File: config.mk
export PLATFORM = sky130hd
export DESIGN_NAME = result_reader
export DESIGN_NICKNAME = d
export VERILOG_FILES = /design/src/rtl/lcd_mem_pkg.sv /design/src/rtl/rr_fifo2.sv /design/src/rtl/result_reader.sv
export SDC_FILE = /design/constraint.sdc
export NUM_CORES = 1
export LEC_CHECK = 0
export BUFFER_PORTS_ARGS = -buffer_cell sky130_fd_sc_hd__buf_2
export CAP_MARGIN = 30
export CORE_MARGIN = 2
export CORE_UTILIZATION = 59
export DETAILED_ROUTE_END_ITERATION = 7
export GPL_TIMING_DRIVEN = 1
export PLACE_DENSITY = 0.85
export SLEW_MARGIN = 10
export SYNTH_ARGS = -nofsm -noshare
export SYNTH_HDL_FRONTEND = slang
export SYNTH_HIERARCHICAL = 1
export SYNTH_SLANG_ARGS = --single-unit
File: constraint.sdc
create_clock -name clk -period 6.65 [get_ports clk]
set_clock_uncertainty 0.15 [all_clocks]
set_input_delay 0.665 -clock clk [delete_from_list [all_inputs] [get_ports clk]]
set_output_delay 0.665 -clock clk [all_outputs]
set_load 0.02 [all_outputs]
File: src/rtl/lcd_mem_pkg.sv
// lcd_mem_pkg: definitions shared by the output-RAM result reader.
//   - MODE_*        : source-selection encodings sampled on start
//   - bank_e        : bank encoding carried on m_src
//   - EN_CE / EN_WE : bit positions inside the 2-bit RAM enable words
//   - rr_state_e    : result-reader FSM states
//   - rr_tag_t      : side-band tag stored next to each buffered word
package lcd_mem_pkg;

  localparam logic [1:0] MODE_S   = 2'b00;
  localparam logic [1:0] MODE_P1  = 2'b01;
  localparam logic [1:0] MODE_P2  = 2'b10;
  localparam logic [1:0] MODE_ALL = 2'b11;

  typedef enum logic [1:0] {
    BANK_S  = 2'b00,
    BANK_P1 = 2'b01,
    BANK_P2 = 2'b10
  } bank_e;

  localparam int EN_CE = 1;
  localparam int EN_WE = 0;

  typedef enum logic [1:0] {
    ST_IDLE  = 2'b00,
    ST_READ  = 2'b01,
    ST_DRAIN = 2'b10,
    ST_DONE  = 2'b11
  } rr_state_e;

  typedef struct packed {
    logic [1:0] src;
    logic       last;
  } rr_tag_t;

  // Bank visited at position idx of the drain list for a given mode.
  function automatic logic [1:0] bank_for(input logic [1:0] mode, input logic [1:0] idx);
    if (mode == MODE_ALL) begin
      return idx;
    end else begin
      return mode;
    end
  endfunction

  // Index of the final bank in the drain list.
  function automatic logic [1:0] last_bank_idx(input logic [1:0] mode);
    if (mode == MODE_ALL) begin
      return 2'd2;
    end else begin
      return 2'd0;
    end
  endfunction

  // One-hot chip-enable vector {P2, P1, S} for a bank code.
  function automatic logic [2:0] bank_onehot(input logic [1:0] bank);
    case (bank)
      BANK_S:  return 3'b001;
      BANK_P1: return 3'b010;
      BANK_P2: return 3'b100;
      default: return 3'b000;
    endcase
  endfunction

  // RAM enable word for a read-only port: write enable is never set.
  function automatic logic [1:0] en_word(input logic ce);
    logic [1:0] w;
    w        = 2'b00;
    w[EN_CE] = ce;
    w[EN_WE] = 1'b0;
    return w;
  endfunction

endpackage

File: src/rtl/rr_fifo2.sv
// rr_fifo2: 2-entry shift FIFO for result words plus {src, last} tags.
// The head entry is always register 0, so the outputs come straight from
// flops and never glitch while a word is waiting for the consumer.
//   clk, rst (async, active-low)
//   push / in_*    : write side; ignored when full unless popping too
//   pop  / out_*   : read side; out_* is the oldest entry
//   full, empty, count : occupancy status
module rr_fifo2
  import lcd_mem_pkg::*;
#(
  parameter int DATA_W = 8
) (
  input  logic              clk,
  input  logic              rst,
  input  logic              push,
  input  logic              pop,
  input  logic [DATA_W-1:0] in_data,
  input  logic [1:0]        in_src,
  input  logic              in_last,
  output logic [DATA_W-1:0] out_data,
  output logic [1:0]        out_src,
  output logic              out_last,
  output logic              full,
  output logic              empty,
  output logic [1:0]        count
);

  logic [DATA_W-1:0] head_data_r;
  logic [DATA_W-1:0] tail_data_r;
  rr_tag_t           head_tag_r;
  rr_tag_t           tail_tag_r;
  rr_tag_t           in_tag_s;
  logic [1:0]        count_r;
  logic              do_push_s;
  logic              do_pop_s;

  // Qualify push/pop against occupancy; push on full is legal only with a pop.
  always_comb begin
    in_tag_s.src  = in_src;
    in_tag_s.last = in_last;
    do_pop_s      = pop && (count_r != 2'd0);
    do_push_s     = push && ((count_r != 2'd2) || do_pop_s);
  end

  // Storage and occupancy update.
  always_ff @(posedge clk or negedge rst) begin
    if (!rst) begin
      head_data_r <= {DATA_W{1'b0}};
      tail_data_r <= {DATA_W{1'b0}};
      head_tag_r  <= '{src: 2'b00, last: 1'b0};
      tail_tag_r  <= '{src: 2'b00, last: 1'b0};
      count_r     <= 2'd0;
    end else begin
      case (count_r)
        2'd0: begin
          if (do_push_s) begin
            head_data_r <= in_data;
            head_tag_r  <= in_tag_s;
            count_r     <= 2'd1;
          end
        end
        2'd1: begin
          if (do_push_s && do_pop_s) begin
            head_data_r <= in_data;
            head_tag_r  <= in_tag_s;
          end else if (do_push_s) begin
            tail_data_r <= in_data;
            tail_tag_r  <= in_tag_s;
            count_r     <= 2'd2;
          end else if (do_pop_s) begin
            count_r     <= 2'd0;
          end
        end
        2'd2: begin
          if (do_pop_s) begin
            head_data_r <= tail_data_r;
            head_tag_r  <= tail_tag_r;
            if (do_push_s) begin
              tail_data_r <= in_data;
              tail_tag_r  <= in_tag_s;
            end else begin
              count_r     <= 2'd1;
            end
          end
        end
        default: count_r <= 2'd0;
      endcase
    end
  end

  assign out_data = head_data_r;
  assign out_src  = head_tag_r.src;
  assign out_last = head_tag_r.last;
  assign full     = (count_r == 2'd2);
  assign empty    = (count_r == 2'd0);
  assign count    = count_r;

endmodule

File: src/rtl/result_reader.sv
// result_reader: drains the S / P1 / P2 output RAMs and streams the words
// over a valid/ready port.
//   clk, rst (async, active-low)
//   start, mode_sel       : drain request and bank selection (00 S, 01 P1, 10 P2, 11 all)
//   busy, done            : drain in progress / one-cycle completion pulse
//   en_S, en_P1, en_P2    : {ce, we} per RAM, we always 0
//   addr_rd               : shared read address
//   rd_S, rd_P1, rd_P2    : RAM read data, valid in the cycle ce is asserted
//   m_data, m_valid, m_ready, m_last, m_src : output stream
// A read issued in one cycle lands in the FIFO on the closing edge, so
// the FIFO occupancy after that edge plus the next read must not exceed 2.
module result_reader #(
  parameter int DATA_W = 8,
  parameter int DEPTH  = 4,
  parameter int ADDR_W = 2
) (
  input  logic              clk,
  input  logic              rst,
  input  logic              start,
  input  logic [1:0]        mode_sel,
  output logic              busy,
  output logic              done,
  output logic [1:0]        en_S,
  output logic [1:0]        en_P1,
  output logic [1:0]        en_P2,
  output logic [ADDR_W-1:0] addr_rd,
  input  logic [DATA_W-1:0] rd_S,
  input  logic [DATA_W-1:0] rd_P1,
  input  logic [DATA_W-1:0] rd_P2,
  output logic [DATA_W-1:0] m_data,
  output logic              m_valid,
  input  logic              m_ready,
  output logic              m_last,
  output logic [1:0]        m_src
);

  import lcd_mem_pkg::*;

  rr_state_e         state_r;
  logic [1:0]        mode_r;
  logic [1:0]        nxt_idx_r;
  logic [ADDR_W-1:0] nxt_addr_r;
  logic [2:0]        ce_r;
  logic [ADDR_W-1:0] addr_rd_r;
  logic [1:0]        cur_bank_r;
  logic              cur_last_r;
  logic              busy_r;
  logic              done_r;

  logic [DATA_W-1:0] push_data_s;
  logic              push_s;
  logic              pop_s;
  logic              fifo_push_s;
  logic [2:0]        next_occ_s;
  logic              credit_s;
  logic              last_issue_s;
  logic [1:0]        issue_bank_s;
  logic [1:0]        start_bank_s;
  logic              fifo_full_s;
  logic              fifo_empty_s;
  logic              fifo_last_s;
  logic [1:0]        fifo_count_s;

  // Capture mux, credit check and next-read selection.
  always_comb begin
    case (cur_bank_r)
      BANK_S:  push_data_s = rd_S;
      BANK_P1: push_data_s = rd_P1;
      BANK_P2: push_data_s = rd_P2;
      default: push_data_s = rd_S;
    endcase
    push_s       = |ce_r;
    pop_s        = !fifo_empty_s && m_ready;
    fifo_push_s  = push_s && (!fifo_full_s || pop_s);
    next_occ_s   = {1'b0, fifo_count_s} + {2'b00, push_s} - {2'b00, pop_s};
    credit_s     = (next_occ_s < 3'd2);
    issue_bank_s = bank_for(mode_r, nxt_idx_r);
    start_bank_s = bank_for(mode_sel, 2'd0);
    last_issue_s = (nxt_addr_r == ADDR_W'(DEPTH - 1)) &&
                   (nxt_idx_r == last_bank_idx(mode_r));
  end

  // Drain FSM; the first read is launched on the accepting edge itself.
  always_ff @(posedge clk or negedge rst) begin
    if (!rst) begin
      state_r    <= ST_IDLE;
      mode_r     <= MODE_S;
      nxt_idx_r  <= 2'd0;
      nxt_addr_r <= {ADDR_W{1'b0}};
      ce_r       <= 3'b000;
      addr_rd_r  <= {ADDR_W{1'b0}};
      cur_bank_r <= 2'b00;
      cur_last_r <= 1'b0;
      busy_r     <= 1'b0;
      done_r     <= 1'b0;
    end else begin
      done_r <= 1'b0;
      case (state_r)
        ST_IDLE: begin
          ce_r <= 3'b000;
          if (start) begin
            state_r    <= ST_READ;
            busy_r     <= 1'b1;
            mode_r     <= mode_sel;
            ce_r       <= bank_onehot(start_bank_s);
            addr_rd_r  <= {ADDR_W{1'b0}};
            cur_bank_r <= start_bank_s;
            cur_last_r <= 1'b0;
            nxt_idx_r  <= 2'd0;
            nxt_addr_r <= ADDR_W'(1);
          end
        end
        ST_READ: begin
          if (credit_s) begin
            ce_r       <= bank_onehot(issue_bank_s);
            addr_rd_r  <= nxt_addr_r;
            cur_bank_r <= issue_bank_s;
            cur_last_r <= last_issue_s;
            if (nxt_addr_r == ADDR_W'(DEPTH - 1)) begin
              nxt_addr_r <= {ADDR_W{1'b0}};
              nxt_idx_r  <= nxt_idx_r + 2'd1;
            end else begin
              nxt_addr_r <= nxt_addr_r + ADDR_W'(1);
            end
            if (last_issue_s) begin
              state_r <= ST_DRAIN;
            end
          end else begin
            ce_r <= 3'b000;
          end
        end
        ST_DRAIN: begin
          ce_r <= 3'b000;
          // The tagged last word leaving the FIFO means nothing remains.
          if (pop_s && fifo_last_s) begin
            state_r <= ST_DONE;
            done_r  <= 1'b1;
          end
        end
        ST_DONE: begin
          ce_r    <= 3'b000;
          busy_r  <= 1'b0;
          state_r <= ST_IDLE;
        end
        default: begin
          ce_r    <= 3'b000;
          busy_r  <= 1'b0;
          state_r <= ST_IDLE;
        end
      endcase
    end
  end

  rr_fifo2 #(.DATA_W(DATA_W)) u_fifo (
    .clk      (clk),
    .rst      (rst),
    .push     (fifo_push_s),
    .pop      (pop_s),
    .in_data  (push_data_s),
    .in_src   (cur_bank_r),
    .in_last  (cur_last_r),
    .out_data (m_data),
    .out_src  (m_src),
    .out_last (fifo_last_s),
    .full     (fifo_full_s),
    .empty    (fifo_empty_s),
    .count    (fifo_count_s)
  );

  assign m_valid = !fifo_empty_s;
  assign m_last  = fifo_last_s;
  assign busy    = busy_r;
  assign done    = done_r;
  assign addr_rd = addr_rd_r;
  assign en_S    = en_word(ce_r[0]);
  assign en_P1   = en_word(ce_r[1]);
  assign en_P2   = en_word(ce_r[2]);

endmodule

; ---- Word-level counts from Yosys, hierarchy flattened
; Index checks and enable logic that the tools add are counted.
[totals]
regBits = 42
inputBits = 30
out_inout_bits = 22
elab_cells = 135
[classes]
add_sub_neg = 4
n_lt_le_gt_ge = 1
eq_ne = 27
muxes = 56
n_reduce_logical = 30
[op_table]
columns = op, n
row1 = $mux W8, 6
row2 = $mux W2, 21
row3 = $pmux W3 S3, 4
row4 = $pmux W8 S2, 2
row5 = $mux W3, 8
row6 = $pmux W8 S3, 1
row7 = $eq A2 B2 Y1 const B, 9
row8 = $ne A2 B2 Y1 const B, 8
row9 = $pmux W2 S2, 4
row10 = $reduce_and A4 Y1, 3
row11 = $eq A2 B1 Y1 const B, 5
row12 = $logic_not A2 Y1, 4
row13 = $pmux W2 S4, 1
row14 = $reduce_bool A2 Y1, 4
row15 = $logic_and A1 B1 Y1, 7
row16 = $ne A2 B1 Y1 const B, 3
row17 = $pmux W2 S3, 1
row18 = $pmux W3 S2, 1
row19 = $reduce_and A3 Y1, 2
row20 = $mux W1, 5
row21 = $reduce_and A5 Y1, 1
row22 = $add A2 B1 Y2 const B, 2
row23 = $pmux W1 S2, 2
row24 = $reduce_and A2 Y1, 2
row25 = 10 further kinds, 12

; ---- Longest topological paths before layout
; Gate-level depths: netlist of the first run.
[logic_depth]
ltp_word = 9
mapped_depth = 11
mapped_depth_nobuf = 9

; ---- Hierarchy
; Netlist of the first run, hierarchy kept.
[modules_own_cells]
columns = mod, n_inst, cells_per_inst, area_per_inst_um2, seq_area_each_um2
row1 = result_reader, 1, 138, 1260.0, 450.4
row2 = rr_fifo2, 1, 77, 1206.2, 600.6

; ---- Least setup slack after synthesis of the first run
; Ideal clock, no wire load.
[synth_path]
path_type = input port to flip-flop
start = input port m_ready
end = register state_r[1]
setup_time_ps = 125
arrival_time_ps = 3270
required_time_ps = 6375
slack_ps = 3105
stages = 8
n_path_buf = 0
cell_sequence = nor2b_1 ha_1 or2_2 fa_1 xnor2_1 a21boi_1 or4b_4 mux2_4
[synth_via]
elab_chain_cells = 5
elab_cells_between_ends = 7
cone_classes = add/sub: 1 / order compare: 1 / eq/ne: 2 / reduce/logical: 3
[synth_lines]
columns = item, line
row1 = start: declaration, result_reader.sv:32  ; input logic m_ready,
row2 = $logic_and A1 B1 Y1 *, result_reader.sv:73  ; pop_s = !fifo_empty_s && m_ready;
row3 = $sub A3 B1 Y3, result_reader.sv:75  ; next_occ_s = {1'b0, fifo_count_s} + {2'b00, push_s} - {2'b00, pop_s};
row4 = $lt A3 B2 Y1, result_reader.sv:76  ; credit_s = (next_occ_s < 3'd2);
row5 = $ne A2 B2 Y1 (no source line), n/a
row6 = $reduce_and A4 Y1 (no source line) *, n/a
row7 = end signal: assignment, result_reader.sv:86  ; state_r <= ST_IDLE;
row8 = end signal: assignment, result_reader.sv:102  ; state_r <= ST_READ;
row9 = end signal: assignment, result_reader.sv:126  ; state_r <= ST_DRAIN;
row10 = end: declaration, result_reader.sv:39  ; rr_state_e state_r;
; Mark *: on every way between the ends. The rest lies on a longest branch, timed or not.
; A chain may end at the register's enable or synchronous reset.

; ---- Worst setup path in the final report of the first run
[layout_path]
start = register u_fifo.count_r[1], in the netlist u_fifo/count[1]
end = register nxt_idx_r[1]
[layout_via]
elab_chain_cells = 7
elab_cells_between_ends = 8
cone_classes = add/sub: 2 / order compare: 1 / eq/ne: 1 / reduce/logical: 4
[layout_lines]
columns = item, line
row1 = start: declaration, rr_fifo2.sv:33  ; logic [1:0] count_r;
row2 = start signal: assignment, rr_fifo2.sv:52  ; count_r <= 2'd0;
row3 = start signal: assignment, rr_fifo2.sv:59  ; count_r <= 2'd1;
row4 = start signal: assignment, rr_fifo2.sv:69  ; count_r <= 2'd2;
row5 = $logic_not A2 Y1, rr_fifo2.sv:95  ; assign empty = (count_r == 2'd0);
row6 = named net fifo_empty_s, result_reader.sv:60  ; logic fifo_empty_s;
row7 = $logic_not A1 Y1, result_reader.sv:73
row8 = $logic_and A1 B1 Y1, result_reader.sv:73
row9 = named net pop_s, result_reader.sv:52  ; logic pop_s;
row10 = $sub A3 B1 Y3, result_reader.sv:75
row11 = $lt A3 B2 Y1, result_reader.sv:76
row12 = $ne A2 B2 Y1 (no source line), n/a
row13 = $reduce_and A4 Y1 (no source line), n/a
row14 = end signal: assignment, result_reader.sv:121  ; nxt_idx_r <= nxt_idx_r + 2'd1;
row15 = end: declaration, result_reader.sv:41  ; logic [1:0] nxt_idx_r;
; The timed path passes the listed nets, and every way through them passes these cells.

==> results.md, run 1 <==
* P_int at 852 uW
* Pre-antenna DRT Iters at 4
* Dpl cell area at 0.00269 mm^2
* Ys Warns at 6
* Setup repair bufs after CTS at 0
* Worst VDD drop at 241 uV
* Met2 global-route usage at 0.346
* CTS Hold Buffers Added at 0
* Core ar. at 0.00400 mm^2
* Hold Fails Final Rpt at 0
* Final core occ at 0.707
* Layout cell share with drive strength beyond 1 at 0.355
* Vias in the first global route at 1564
* CP Data Required Time at 6.68 ns
* Setup-failing EPs final at 0
* # resized after CTS at 0
* Aggregate global-route resource usage at 0.211
* CTS tree: built
* NumNets Final at 304
* DP Wirelength at 3220 um
* Worst Tran Pin Value at 0.799 ns
* Crit Path Category: reg2reg
* RSZ-0062 raised after global routing: no
* # diodes at 0
* DRT Wirelength at 4490 um
* Crit end category: flip-flop
* Outcome: finished clean
* Final slew viol count at 0
* Post-synthesis sequential area ratio at 0.426
* Global routing usage on met1 at 0.264
* Rows at 23
* Tot Pwr at 1.41 mW
* Number of DRC markers in iteration 0 at 66
* Largest net degree at the start of global routing at 43
* Leakage at 1.43 nW
* Die height at 68.7 um
* Top_reg_cell synth: dfrtp_1
* Worst Hold Slack at 0.160 ns
* Clk buf depth at 2
* PortBufs at 48
* Seq pwr share at 0.316
* Hold Path Class: in2async
* Critical Path Fanout Max at 12
* CTS buffer count at 5
* Die ar. at 0.00471 mm^2
* # clock sinks at 42
* Critical path data arrival time at 3.90 ns
* DIE WIDTH at 68.7 um
* Commonest cells after routing, fill and taps aside: buf_2 (48), dfrtp_1 (42), mux2_4 (19)
* Clock root buffer: clkbuf_8
* Initial Utilization at 0.617
* Switching Share at 0.396
* Mapped Cells at 215
* Antenna violations before repair at 0
* Power density over the cells at 499 mW/mm^2
* RePlAce Congestion at 0.749
* Peak Freq at 258 MHz
* Most common cell after layout, fill and taps aside: buf_2
* Finished layout cell area at 0.00283 mm^2
* Tcrit/Tclk final at 0.582
* I/O pin cnt at 52
* Startpoint types: flip-flop
* Area grow syn2layout at 14.7%
* Wire length per cell at 14.4 um
* Gr busiest metal: met2
* Gate power share at 0.543
* Post-synth EDFFs at 0
* Slowest stage delay, CP at 0.60 ns
* GRT Residual Overflow at 0
* Worst-path clk slew at 0.08 ns
* Post-route ant nets at 0
* Min Tclk post-route at 3.87 ns
* Vias at 1723
* Max stage delay cell, worst path: dfrtp_1
* FF+latch count, synth at 42
* First-pass GRT wire length at 7120 um
* Worst path cell trace: nor2_1, nor2b_1, ha_1, or2_2, fa_1, xnor2_1, a21boi_1, or3_1, o41ai_1
* Clock latency on the worst-skew pair at 0.29 ns
* Worst slew margin at 0.467
* Mean post-synth cell area at 11.5 um^2
* Synth unique cells at 46
* # DRC at 0
* Htree depth at 2
* Async SR Flop Fraction at 1.00
* Met3 usage at 0.0536
* Final setup TNS at 0 ns
* Syn Std Cell Area at 0.00247 mm^2
* Sw Pwr at 559 uW
* MaxCap Viol Count at 0
* DR vias/cell at 5.52
* Power share of the clock group at 0.141
[through the flow]
step           setup WS, ns  instances
3_3_place_gp           2.87        303
3_5_place_dp           2.76        303
6_report               2.78        312
5_1_grt                2.55        312
4_1_cts                2.79        311
2_1_floorplan          3.11        217
[registers in the layout, summed over array words and instances (netlist names), 2 cells and up]
register and count:
nxt_idx_r 2, u_fifo/tail_tag_r 3, state_r 2, ce_r 3
u_fifo/out_src 2, u_fifo/tail_data_r 8, mode_r 2, cur_bank_r 2
addr_rd 2, u_fifo/out_data 8, u_fifo/count 2, nxt_addr_r 2
[final timing paths]
check,startpoint,endpoint,slack [ns],cells after the start
setup / recovery,u_fifo/count[1],nxt_idx_r[1],2.78,9
hold / removal,rst,u_fifo/out_data[2],0.16,1
setup reg to reg,u_fifo/count[1],nxt_idx_r[1],2.78,9
hold reg to reg,u_fifo/out_data[0],u_fifo/out_data[0],0.36,1
max in group asynchronous,rst,state_r[1],5.71,2
min in group clk,u_fifo/out_data[0],u_fifo/out_data[0],0.36,1
[worst max-delay path: cells and delay by family (launching register included)]
kind	cells	cell delay, ns
AND/OR/NAND/NOR	4	1.49
AO/OA/AOI/OAI	2	0.54
flip-flops	1	0.60
XOR/XNOR	1	0.25
adder cells (fa/ha/maj)	2	0.72
[synth_stat cells (3+ instances only)]
cell type  count  area share
nor2_1         3      0.0046
nand2_1       16       0.024
o21ai_1       12       0.024
mux2_2         9       0.041
buf_6          4       0.018
mux2_1         7       0.032
o21ai_0        4      0.0081
buf_4          3      0.0091
a22oi_1        9       0.027
a21oi_1        5       0.010
ha_1          12       0.061
mux2_4        19        0.12
a22o_1         4       0.014
inv_1         16       0.024
dfrtp_1       42        0.43
mux2i_1        5       0.020
nand3_1        4      0.0081
nor2b_1        4       0.010
o41ai_1        3       0.011
clkbuf_1       5      0.0076
[logic make-up after synthesis]
group / count (synthesis) / synth area share
AO/OA/AOI/OAI: 47 / 0.129
XOR/XNOR: 1 / 0.00355
adder cells (fa/ha/maj): 13 / 0.0690
buffers and inverters: 29 / 0.0614
flip-flops: 42 / 0.426
multiplexers: 40 / 0.209
other: 1 / 0.00152
AND/OR/NAND/NOR: 42 / 0.100
[routing by layer]
layer  up-vias  routed length [um]
met5         -                   0
met4         0                  78
met3         6                 257
met2        51                2110
met1       815                2040
li1        851                   -
[cell type report]
class	instances	area, um^2
clock buffers	5	68.8
fillers	293	1170
inverters	16	60.1
multi-input cells	146	1270
clock inverters	3	40.0
well taps	50	62.6
repair buffers	50	275
flip-flops and latches	42	1050
[power groups by stage]
stage               Sequential (mW)  Clock [mW]  Combinational (mW)
global placement              0.444           0               0.749
finish                        0.446       0.198               0.767
detailed placement            0.448           0               0.767
floorplan                     0.481           0               0.585
CTS                           0.445       0.204               0.773
global route                  0.463       0.216               0.851
Power figures use the tool's default switching activity.
==> run 2: changes to the inputs <==
--- a/config.mk
+++ b/config.mk
@@ -5,13 +5,14 @@
 export SDC_FILE = /design/constraint.sdc
 export NUM_CORES = 1
 export LEC_CHECK = 0
+export ABC_AREA = 1
 export BUFFER_PORTS_ARGS = -buffer_cell sky130_fd_sc_hd__buf_2
 export CAP_MARGIN = 30
 export CORE_MARGIN = 2
-export CORE_UTILIZATION = 59
+export CORE_UTILIZATION = 55
 export DETAILED_ROUTE_END_ITERATION = 7
 export GPL_TIMING_DRIVEN = 1
-export PLACE_DENSITY = 0.85
+export PLACE_DENSITY = 0.8
 export SLEW_MARGIN = 10
 export SYNTH_ARGS = -nofsm -noshare
 export SYNTH_HDL_FRONTEND = slang
==> constraint.sdc (replaced) <==
create_clock -name clk -period 3.9 [get_ports clk]
set_clock_uncertainty 0.15 [all_clocks]
set_input_delay 0.39 -clock clk [delete_from_list [all_inputs] [get_ports clk]]
set_output_delay 0.39 -clock clk [all_outputs]
set_load 0.02 [all_outputs]
==> run 2 against run 1 <==
Compared with the run above:
- register-to-register slack worse by 1.7 ns
- critical path type unchanged
- first-iteration DRC count rose by 120%
- sequential share of layout area down 0.99 points
==> results.md, run 2 <==
* Clock root buffer: clkbuf_8 (unchanged)
* Finished layout cell area at 0.00291 mm^2 (was 0.00283 mm^2)
* Worst VDD drop at 447 uV (was 241 uV)
* NumNets Final at 425 (was 304)
* CTS buffer count at 5 (unchanged)
* Die ar. at 0.00515 mm^2 (was 0.00471 mm^2)
* Worst-path clk slew at 0.09 ns (was 0.08 ns)
* PortBufs at 48 (unchanged)
* # resized after CTS at 0 (unchanged)
* Crit Path Category: reg2reg (unchanged)
* Post-synth EDFFs at 0 (unchanged)
* First-pass GRT wire length at 9110 um (was 7120 um)
* Antenna violations before repair at 0 (unchanged)
* Power density over the cells at 865 mW/mm^2 (was 499 mW/mm^2)
* Peak Freq at 359 MHz (was 258 MHz)
* Worst Tran Pin Value at 0.504 ns (was 0.799 ns)
* DP Wirelength at 3750 um (was 3220 um)
* Ys Warns at 6 (unchanged)
* Post-synthesis sequential area ratio at 0.416 (was 0.426)
* Startpoint types: flip-flop (unchanged)
* Core ar. at 0.00438 mm^2 (was 0.00400 mm^2)
* Worst Hold Slack at 0.306 ns (was 0.160 ns)
* DR vias/cell at 5.17 (was 5.52)
* Global routing usage on met1 at 0.271 (was 0.264)
* Synth area leaders: dfrtp_1 (42%), nand2_1 (18%), ha_1 (5.9%) (was dfrtp_1 (43%), mux2_4 (12%), ha_1 (6.1%))
* Largest net degree at the start of global routing at 43 (unchanged)
* DRT Wirelength at 5340 um (was 4490 um)
* Mapped Cells at 337 (was 215)
* Dpl cell area at 0.00273 mm^2 (was 0.00269 mm^2)
* Vias in the first global route at 2122 (was 1564)
* Hold Fails Final Rpt at 0 (unchanged)
* Leading cell type by number of instances after synthesis: nand2_1 (was dfrtp_1)
* Syn Std Cell Area at 0.00252 mm^2 (was 0.00247 mm^2)
* Rows at 24 (was 23)
* Setup-failing EPs final at 0 (unchanged)
* Commonest cells after routing, fill and taps aside: nand2_1 (123), buf_2 (48), dfrtp_1 (42) (was buf_2 (48), dfrtp_1 (42), mux2_4 (19))
* Final setup TNS at 0 ns (unchanged)
* Hold Path Class: in2reg (was in2async)
* DIE WIDTH at 71.8 um (was 68.7 um)
* Met3 usage at 0.0591 (was 0.0536)
* Initial Utilization at 0.576 (was 0.617)
* GRT Residual Overflow at 0 (unchanged)
* # diodes at 0 (unchanged)
* Crit end category: flip-flop (unchanged)
* Outcome: finished clean (unchanged)
* Clk buf depth at 2 (unchanged)
* Area grow syn2layout at 15.1% (was 14.7%)
* Gr busiest metal: met2 (unchanged)
* RSZ-0062 raised after global routing: no (unchanged)
* # clock sinks at 42 (unchanged)
* Met2 global-route usage at 0.394 (was 0.346)
* Wire length per cell at 12.3 um (was 14.4 um)
* Top_reg_cell synth: dfrtp_1 (unchanged)
* # DRC at 0 (unchanged)
* Most common library cells after synthesis: nand2_1 (123), dfrtp_1 (42), inv_1 (35), o21ai_0 (28), a21oi_1 (18) (was dfrtp_1 (42), mux2_4 (19), inv_1 (16), nand2_1 (16))
* Final core occ at 0.663 (was 0.707)
* CP Data Required Time at 3.94 ns (was 6.68 ns)
* Post-synth top area share at 0.416 (was 0.426)
* Async SR Flop Fraction at 1.00 (unchanged)
* RePlAce Congestion at 0.833 (was 0.749)
* I/O pin cnt at 52 (unchanged)
* Clock latency on the worst-skew pair at 0.29 ns (about the same)
* Layout cell share with drive strength beyond 1 at 0.211 (was 0.355)
* Aggregate global-route resource usage at 0.225 (was 0.211)
* Most common cell after layout, fill and taps aside: nand2_1 (was buf_2)
* Worst slew margin at 0.664 (was 0.467)
* Mean post-synth cell area at 7.49 um^2 (was 11.5 um^2)
* Critical path data arrival time at 2.83 ns (was 3.90 ns)
* Die height at 71.8 um (was 68.7 um)
* Final slew viol count at 0 (unchanged)
* Htree depth at 2 (unchanged)
* Min Tclk post-route at 2.78 ns (was 3.87 ns)
* CTS tree: built (unchanged)
* Pre-antenna DRT Iters at 4 (unchanged)
* Leakage at 1.61 nW (was 1.43 nW)
* Critical Path Fanout Max at 13 (was 12)
* Number of DRC markers in iteration 0 at 143 (was 66)
* MaxCap Viol Count at 0 (unchanged)
* Post-route ant nets at 0 (unchanged)
* Tcrit/Tclk final at 0.713 (was 0.582)
* Vias at 2248 (was 1723)
* Synth unique cells at 31 (was 46)
* Largest area contributor in the netlist: dfrtp_1 (unchanged)
* FF+latch count, synth at 42 (unchanged)
run 2: stage by stage:
stage          total power, mW  cells  setup slack, ns
2_1_floorplan             1.80    339             1.42
3_3_place_gp              2.02    425             1.26
3_5_place_dp              2.08    425             1.11
4_1_cts                   2.53    433             1.11
6_report                  2.51    435             1.12
5_1_grt                   2.75    435            0.888
run 2: worst paths after layout:
| path | slack, ns | start | endpoint | cells after the start |
|---|---|---|---|---|
| min reg2reg | 0.32 | addr_rd[0] | addr_rd[0] | 2 |
| max | 1.12 | u_fifo/count[1] | cur_bank_r[1] | 13 |
| min in group asynchronous | 0.38 | rst | cur_last_r | 2 |
| min | 0.31 | mode_sel[1] | mode_r[1] | 3 |
| max in group asynchronous | 2.76 | rst | u_fifo/out_data[0] | 3 |
| max reg2reg | 1.12 | u_fifo/count[1] | cur_bank_r[1] | 13 |
run 2: layout make-up:
| cell class | count | area [um^2] |
|---|---|---|
| Clock inverter | 2 | 60.1 |
| Timing Repair Buffer | 50 | 270 |
| Fill cell | 398 | 1480 |
| Multi-Input combinational cell | 241 | 1210 |
| Clock buffer | 6 | 82.6 |
| Sequential cell | 42 | 1050 |
| Tap cell | 52 | 65.1 |
| Inverter | 42 | 163 |
run 2: logic make-up after synthesis:
| family | after synthesis | synth area share |
|---|---|---|
| other | 1 | 0.00149 |
| AOI/OAI and AO/OA | 57 | 0.121 |
| adders and majority gates | 13 | 0.0674 |
| xor gates and xnor gates | 1 | 0.00347 |
| buffers and inverters | 56 | 0.106 |
| DFF | 42 | 0.416 |
| and+or+nand+nor | 167 | 0.284 |
run 2: metal layers:
metal	wire length, um	share of wire
met1	2330	0.44
met2	2720	0.51
met3	245	0.046
met4	38	0.0071
met5	0	0
run 2: worst max-delay path, stage by stage (launching register included):
cell and delay [ns]:
dfrtp_1 0.66, nor2_1 0.16, nor2_2 0.25, ha_1 0.27
inv_1 0.05, nand2_1 0.06, fa_1 0.49, nand3_2 0.11
nand2_2 0.09, nand2_4 0.09, inv_6 0.10, nand2_4 0.08
nand2_1 0.08, nand2_1 0.05
run 2: repair_timing:
| item | CTS | global route |
|---|---|---|
| buffers inserted | 0 | 0 |
| hold endpoints to repair | 0 | 13 |
| hold buffers | 0 | 1 |
run 2: power breakdown:
group / internal [mW] / switching [mW] / total, mW / leakage [nW]
clock: 0.273 / 0.151 / 0.424 / 0.0714
sequential: 0.624 / 0.128 / 0.752 / 0.536
combinational: 0.441 / 0.896 / 1.34 / 1.00
==> run 3: changes to the inputs <==
--- a/config.mk
+++ b/config.mk
@@ -9,10 +9,10 @@
 export BUFFER_PORTS_ARGS = -buffer_cell sky130_fd_sc_hd__buf_2
 export CAP_MARGIN = 30
 export CORE_MARGIN = 2
-export CORE_UTILIZATION = 55
+export CORE_UTILIZATION = 49
 export DETAILED_ROUTE_END_ITERATION = 7
 export GPL_TIMING_DRIVEN = 1
-export PLACE_DENSITY = 0.8
+export PLACE_DENSITY = 0.75
 export SLEW_MARGIN = 10
 export SYNTH_ARGS = -nofsm -noshare
 export SYNTH_HDL_FRONTEND = slang
==> constraint.sdc (replaced) <==
create_clock -name clk -period 2.2 [get_ports clk]
set_clock_uncertainty 0.15 [all_clocks]
set_input_delay 0.22 -clock clk [delete_from_list [all_inputs] [get_ports clk]]
set_output_delay 0.22 -clock clk [all_outputs]
set_load 0.02 [all_outputs]
==> run 3 against run 2 <==
Compared with the run above:
- utilization down 6.2 points
- hold slack got worse by 0.19 ns
- die area up 12%
- critical endpoint is now cur_last_r
- critical path type unchanged
- global-route usage down 1.8 points
- routed wire length is 5.2% higher
- final area is 4.2% higher
- combinational power is 110% higher
- sequential share of layout area decreased by 1.5 points
- maximum frequency is 22% higher
- the flow now finishes with violations (setup timing)
- sequential power increased by 74%
==> results.md, run 3 (synthesized netlist as in run 2, its figures left out) <==
* Outcome: finished, violations left (was finished clean)
* Failing checks: setup timing
* Post-route setup slack at -0.0810 ns (was 1.12 ns)
* GRT Residual Overflow at 0 (unchanged)
* # diodes at 0 (unchanged)
* Number of DRC markers in iteration 0 at 194 (was 143)
* Switching Share at 0.494 (was 0.468)
* Sw Pwr at 2.26 mW (was 1.18 mW)
* # DRC at 0 (unchanged)
* Largest net degree at the start of global routing at 25 (was 43)
* Rows at 26 (was 24)
* RePlAce Congestion at 0.829 (was 0.833)
* R2r setup slk at -0.08 ns (was 1.12 ns)
* Min Tclk post-route at 2.28 ns (was 2.78 ns)
* Clock latency on the worst-skew pair at 0.30 ns (was 0.29 ns)
* DP Wirelength at 3900 um (was 3750 um)
* Gate power share at 0.604 (was 0.532)
* Crit end category: flip-flop (unchanged)
* Worst slew margin at 0.618 (was 0.664)
* Clk buf depth at 2 (unchanged)
* HP Start: mode_sel[1] (unchanged)
* Power density over the cells at 1510 mW/mm^2 (was 865 mW/mm^2)
* MaxCap Viol Count at 0 (unchanged)
* Seq pwr share at 0.285 (was 0.299)
* Setup-failing EPs final at 10 (was 0)
* Worst slack, placed at -0.167 ns (was 1.11 ns)
* CTS buffer count at 5 (unchanged)
* Wire length per cell at 12.1 um (was 12.3 um)
* Worst-path clk slew at 0.08 ns (was 0.09 ns)
* Vias in the first global route at 2129 (was 2122)
* Layout cell share with drive strength beyond 1 at 0.276 (was 0.211)
* Die height at 75.8 um (was 71.8 um)
* Die ar. at 0.00574 mm^2 (was 0.00515 mm^2)
* Hold Path Class: in2reg (unchanged)
* # clock sinks at 42 (unchanged)
* Tcrit/Tclk final at 1.04 (was 0.713)
* Final slew viol count at 0 (unchanged)
* CP Data Required Time at 2.25 ns (was 3.94 ns)
* Startpoint types: flip-flop (unchanged)
* DIE WIDTH at 75.8 um (was 71.8 um)
* Finished Layout Cells at 465 (was 435)
* R2R Path End: cur_last_r (was cur_bank_r[1])
* DRT Wirelength at 5610 um (was 5340 um)
* Hold Fails Final Rpt at 0 (unchanged)
* I/O pin cnt at 52 (unchanged)
* P_int at 2.32 mW (was 1.34 mW)
* Power share of the clock group at 0.110 (was 0.169)
* Critical Path Fanout Max at 7 (was 13)
* Origin of the critical flop-to-flop path: u_fifo/count[0] (was u_fifo/count[1])
* Total placed cells including tap cells at 452 (was 425)
* Antenna violations before repair at 0 (unchanged)
* Post-route ant nets at 0 (unchanged)
* Initial Utilization at 0.501 (was 0.576)
* CTS tree: built (unchanged)
* Core ar. at 0.00504 mm^2 (was 0.00438 mm^2)
* Pre-antenna DRT Iters at 5 (was 4)
* PortBufs at 48 (unchanged)
* Aggregate global-route resource usage at 0.207 (was 0.225)
* Clock root buffer: clkbuf_8 (unchanged)
* Hold path cells at 3 (unchanged)
* NumNets Final at 437 (was 425)
* Crit Path Category: reg2reg (unchanged)
* Worst Tran Pin Value at 0.573 ns (was 0.504 ns)
* First-pass GRT wire length at 9060 um (was 9110 um)
* Most common cell after layout, fill and taps aside: nand2_1 (unchanged)
* Area grow syn2layout at 20.0% (was 15.1%)
* Vias at 2304 (was 2248)
* Hold endpoint: mode_r[1] (unchanged)
* Worst VDD drop at 714 uV (was 447 uV)
* Leakage at 1.65 nW (was 1.61 nW)
* Peak Freq at 438 MHz (was 359 MHz)
* RSZ-0062 raised after global routing: yes (was no)
* Htree depth at 2 (unchanged)
* DR vias/cell at 4.95 (was 5.17)
* Tot Pwr at 4.59 mW (was 2.51 mW)
* Critical path data arrival time at 2.33 ns (was 2.83 ns)
* Worst reg2reg path depth at 13 (unchanged)
* Commonest cells after routing, fill and taps aside: nand2_1 (113), buf_2 (48), dfrtp_1 (42) (was nand2_1 (123), buf_2 (48), dfrtp_1 (42))
==> run 3: cell type report <==
class / instances / area (um^2)
clock inverter: 2 / 13.8
timing repair buffer: 61 / 340
tap: 70 / 87.6
sequential: 42 / 1050
timing repair inverter: 1 / 3.75
multi-input combinational: 241 / 1300
fill: 467 / 2010
inverter: 42 / 163
clock buffer: 6 / 72.6
==> run 3: per-layer routing <==
layer	track usage	vias up	share of wire	routed length, um
met1	0.244	1079	0.44	2490
met5	0	-	0	0
li1	-	1159	-	-
met2	0.384	59	0.50	2810
met3	0.0278	7	0.044	247
met4	0.0702	0	0.014	76
==> run 3: timing repair <==
item / CTS / global route
pin swaps: 8 / 3
buffers inserted: 3 / 0
gates resized for setup: 10 / 9
hold buffers: 1 / 0
cloned: 1 / 0
endpoints found under the hold margin: 22 / 0
setup endpoints to repair: 13 / 14
==> run 3: how the worst max path moves through the flow <==
| stage | startpoint | end | cells after the start | slack [ns] |
|---|---|---|---|---|
| after floorplan | u_fifo/count[1] | addr_rd[0] | 14 | -0.17 |
| after global placement | u_fifo/count[0] | cur_bank_r[1] | 13 | -0.07 |
| after detailed placement | u_fifo/count[0] | addr_rd[0] | 13 | -0.17 |
| after CTS | u_fifo/count[1] | cur_bank_r[0] | 13 | -0.14 |
| after global routing | u_fifo/count[0] | addr_rd[1] | 13 | -0.15 |
| final | u_fifo/count[0] | cur_last_r | 13 | -0.08 |
==> run 3: worst max-delay path, stage by stage, from the launching register on <==
cell and delay (ns):
dfrtp_1 0.41, nor2_4 0.16, nor2_4 0.06, ha_4 0.21, inv_2 0.04, nand2_2 0.04, fa_2 0.53, nand3_2 0.09
nand2_2 0.09, nand2_4 0.09, inv_6 0.10, nand2_8 0.08, nand2_4 0.08, nand2_2 0.05
==> run 3: power groups by stage <==
stage / registers [mW] / clock network (mW) / logic, mW
floorplan: 1.46 / 0 / 1.75
global route: 1.36 / 0.542 / 3.12
CTS: 1.30 / 0.515 / 2.69
finish: 1.31 / 0.506 / 2.77
global placement: 1.30 / 0 / 2.43
detailed placement: 1.31 / 0 / 2.49
==> run 3: per-stage QoR <==
stage	hold slack, ns	setup TNS, ns	utilization	area [um^2]
2_1_floorplan	-0.226	-1.76	-	2540
3_3_place_gp	0.0940	-0.531	0.563	2840
3_5_place_dp	0.0997	-1.55	0.563	2840
4_1_cts	0.112	-1.30	0.595	3000
5_1_grt	0.144	-1.45	0.601	3030
6_report	0.116	-0.546	0.601	3030
